File: src/rtl/shift_pkg.sv
// Shared constants for shift-register orientation selection.
package shift_pkg;
    localparam int SHIFT_LEFT  = 0;
    localparam int SHIFT_RIGHT = 1;
endpackage

File: src/rtl/serial_shift_register.sv
// Serial-in/serial-out shift register with parallel tap; delays a 1-bit
// stream by DEPTH enabled clocks in either shift orientation.
module serial_shift_register
    import shift_pkg::*;
#(
    parameter int DEPTH     = 8,
    parameter int SHIFT_DIR = SHIFT_LEFT
) (
    input  logic             clk,
    input  logic             reset,
    input  logic             enable,
    input  logic             in,
    output logic             out,
    output logic [DEPTH-1:0] q
);

    if (DEPTH < 1 || (SHIFT_DIR != SHIFT_LEFT && SHIFT_DIR != SHIFT_RIGHT)) begin : g_bad_cfg
        $fatal(1, "serial_shift_register: DEPTH must be >= 1 and SHIFT_DIR 0 or 1");
    end

    logic [DEPTH-1:0] sr_q;
    logic [DEPTH-1:0] sr_d;
    logic [DEPTH-1:0] shifted;

    // DEPTH=1 gets its own branch so the slice sr_q[DEPTH-2:0] is never built.
    if (DEPTH == 1) begin : g_single
        always_comb shifted = in;
    end else if (SHIFT_DIR == SHIFT_LEFT) begin : g_left
        always_comb shifted = {sr_q[DEPTH-2:0], in};
    end else begin : g_right
        always_comb shifted = {in, sr_q[DEPTH-1:1]};
    end

    always_comb begin
        sr_d = sr_q;
        if (enable) sr_d = shifted;
    end

    always_ff @(posedge clk) begin
        if (reset) sr_q <= '0;
        else       sr_q <= sr_d;
    end

    // The last stage sits at the opposite end from the entry point.
    if (SHIFT_DIR == SHIFT_LEFT) begin : g_out_left
        assign out = sr_q[DEPTH-1];
    end else begin : g_out_right
        assign out = sr_q[0];
    end

    assign q = sr_q;

endmodule

File: config.mk
export PLATFORM = sky130hd
export DESIGN_NAME = serial_shift_register
export DESIGN_NICKNAME = d
export VERILOG_FILES = /design/src/rtl/shift_pkg.sv /design/src/rtl/serial_shift_register.sv
export SDC_FILE = /design/constraint.sdc
export NUM_CORES = 1
export LEC_CHECK = 0
export BUFFER_PORTS_ARGS = -buffer_cell sky130_fd_sc_hd__buf_2
export CAP_MARGIN = 20
export CORE_AREA = 3 3 40 42
export DETAILED_ROUTE_END_ITERATION = 8
export DIE_AREA = 0 0 43 45
export GPL_ROUTABILITY_DRIVEN = 0
export PLACE_DENSITY_LB_ADDON = 0.3
export SYNTH_ARGS = -nofsm -noshare
export SYNTH_HDL_FRONTEND = slang
export SYNTH_SLANG_ARGS = --single-unit
File: constraint.sdc
create_clock -name clk -period 0.8 [get_ports clk]
set_input_delay 0.16 -clock clk [delete_from_list [all_inputs] [get_ports clk]]
set_output_delay 0.16 -clock clk [all_outputs]
set_load 0.005 [all_outputs]
==> flow_summary_export.csv <==
group,metric,value,unit
hold_path,hold_path.class,"input pin to flip-flop",
die,start_util,22.8,%
yosys,syn_nets,31,
pwr,powerDensity,1750,nW/um^2
global_route,grt_use_total,7.18,%
timing,setup_viol,9,
placed_design,dp_slack,0.0145,ns
layout,layout-drive-gt1-share,65.2,%
job,drv_cap,0,
timing,relSlewSlack,84.3,%
yosys,synth_seq_area_share,54.7,%
yosys,synth-seq-cells,8,
drt,first_pass_iters,4,
yosys,synthesis.area,293,sq um
worst_setup_path,crit_path_max_fanout,3,
cts,insertion_delay,0.25,ns
timing,fmax,1.19,GHz
yosys,post_synth.cell_area_avg,10.8,sq um
yosys,yosys.cell_types.count,6,
cts,clock-sinks,8,
worst_setup_path,endpoint_kind,"primary output",
timing,hold_slack,0.156,ns
yosys,synthTopCellsByCount,"8 x dfxtp_1, 8 x mux2i_1, 8 x nor2_1",
yosys,synth_top_area_cell,"dfxtp_1",
layout,n_antenna_cell,0,
pwr,p_leak,0.240,nW
yosys,ys_warn_count,0,
yosys,synth_top_area_share,54.7,%
timing,slew_violations,0,
timing,rsz0062_at_grt,"true",
die,die_h,45,microns
worst_setup_path,critical_path_class,"flip-flop to primary output",
worst_setup_path,crit_family,"flip-flops",
drt,drcViolationCount,0,
layout,largest_reg_flops,8,
drt,final_antenna_net_count,0,
global_route,grt_max_degree,9,
die,die_x,43,microns
timing,clock_skew,0.00132,ns
yosys,synth_edf_count,0,
drt,vias,252,
timing,hold_viol,0,
global_route,grt_pass1_vias,257,
global_route,grt_antenna_before_repair,0,
worst_setup_path,path_cells,"buf_2",
yosys,ys.flop_type,"dfxtp_1",
timing,fin_crit_sh,105,%
outcome,status,"finished with violations",
die,die_area,1940,sq um
layout,seqCellArea,170,sq um
layout,nets,52,
worst_setup_path,cpPeakStageDelay,0.32,ns
timing,fin_ws,-0.0418,ns
global_route,grt_remaining_overflow,0,
yosys,syn_inst,27,
drt,wl_per_cell,9.70,microns
global_route,grt_pass1_wl,972,microns
cts,cts-root-buf,"clkbuf_4",
cts,cts_tree,"yes",
layout,nFillCells,146,
worst_setup_path,worst_path_max_delay_cell,"dfxtp_2",
worst_setup_path,cp_data_required_time,0.64,ns
cts,htreeDepth,1,
worst_setup_path,critPathLaunchType,"flip-flop",
cts,cts.path.max_buffers,2,
die,std_cell_rows,13,
yosys,synthTopCellsByArea,"dfxtp_1 55%, mux2i_1 27%, nor2_1 10%, buf_6 3.8%, buf_4 2.6%",
outcome,violations,"setup timing",
placed_design,portBuffers,12,
layout,syn2layout_area_growth,48.3,%
yosys,synthArstFlopShare,0,%
die,pin_count,13,
die,coreArea,1280,sq um
drt,wl,592,microns
layout,fin_util,33.8,%
cts,clkTransAtPathRegs,0.05,ns
worst_setup_path,crit_arrival,0.68,ns
cts,numCtsBuffers,3,
drt,avgViaCountPerCell,4.13,
layout,multiInputGateArea,110,sq um
worst_setup_path,critPathBufInv,1,
pwr,peakVddDrop,0.639,mV
timing,period_needed,0.842,ns
timing,worst_pin_slew,0.235,ns
drt,drt-initial-drc-count,1,
layer usage:
metal | track usage, % | up-vias | wire length [microns]
met5 | 0 | - | 0
met3 | 2.79 | 0 | 47
li1 | - | 125 | -
met1 | 6.57 | 119 | 236
met4 | 7.23 | 0 | 0
met2 | 12.0 | 8 | 309
area by class of cell:
cell class	count	share of cell area [%]
well taps	15	4.32
multi-input cells	16	25.4
repair buffers	19	25.9
clock buffers	3	5.19
flip-flops and latches	8	39.2
cell usage in the layout, fill, tap and decap left out:
cell and count:
mux2i_1 8, buf_4 7, nor2_1 8, dfxtp_2 8, clkbuf_4 3, buf_2 12
final timing paths:
check,startpoint,endpoint,slack (ns),depth (start not counted)
worst max-delay path,q[7],q[7],-0.04,1
worst min-delay path,in,q[0],0.16,3
worst max register to register,q[0],q[1],0.06,3
worst min register to register,q[7],q[7],0.49,2
power by group:
part	internal [mW]	total, mW	leakage (nW)	switching [mW]
Clock	0.171	0.298	0.0138	0.127
Sequential	0.406	0.409	0.0686	0.00317
Combinational	0.0278	0.0532	0.158	0.0254
Total	0.605	0.760	0.240	0.155
logic make-up (layout without fill, tap and decap cells):
| family | after synthesis | in the layout | share of synthesized area (%) |
|---|---|---|---|
| buffers and inverters | 3 | 22 | 7.69 |
| flip-flops | 8 | 8 | 54.7 |
| multiplexers | 8 | 8 | 27.4 |
| AND/OR/NAND/NOR | 8 | 8 | 10.3 |
through the flow:
stage / area, sq um / std cells / total power, mW / setup TNS, ns
2_1_floorplan: 293 / 27 / 0.450 / 0
3_3_place_gp: 349 / 51 / 0.462 / 0
3_5_place_dp: 349 / 51 / 0.462 / 0
4_1_cts: 434 / 61 / 0.774 / -0.423
5_1_grt: 434 / 61 / 0.808 / -0.626
6_report: 434 / 61 / 0.760 / -0.332
repair_timing:
item / CTS / global route
hold buffers: 0 / 0
resized for setup: 8 / 0
buffers inserted: 7 / 0
endpoints found under the setup margin: 9 / 9
hold endpoints to repair: 0 / 0
cloned: 0 / 0
Power figures use the tool's default switching activity.
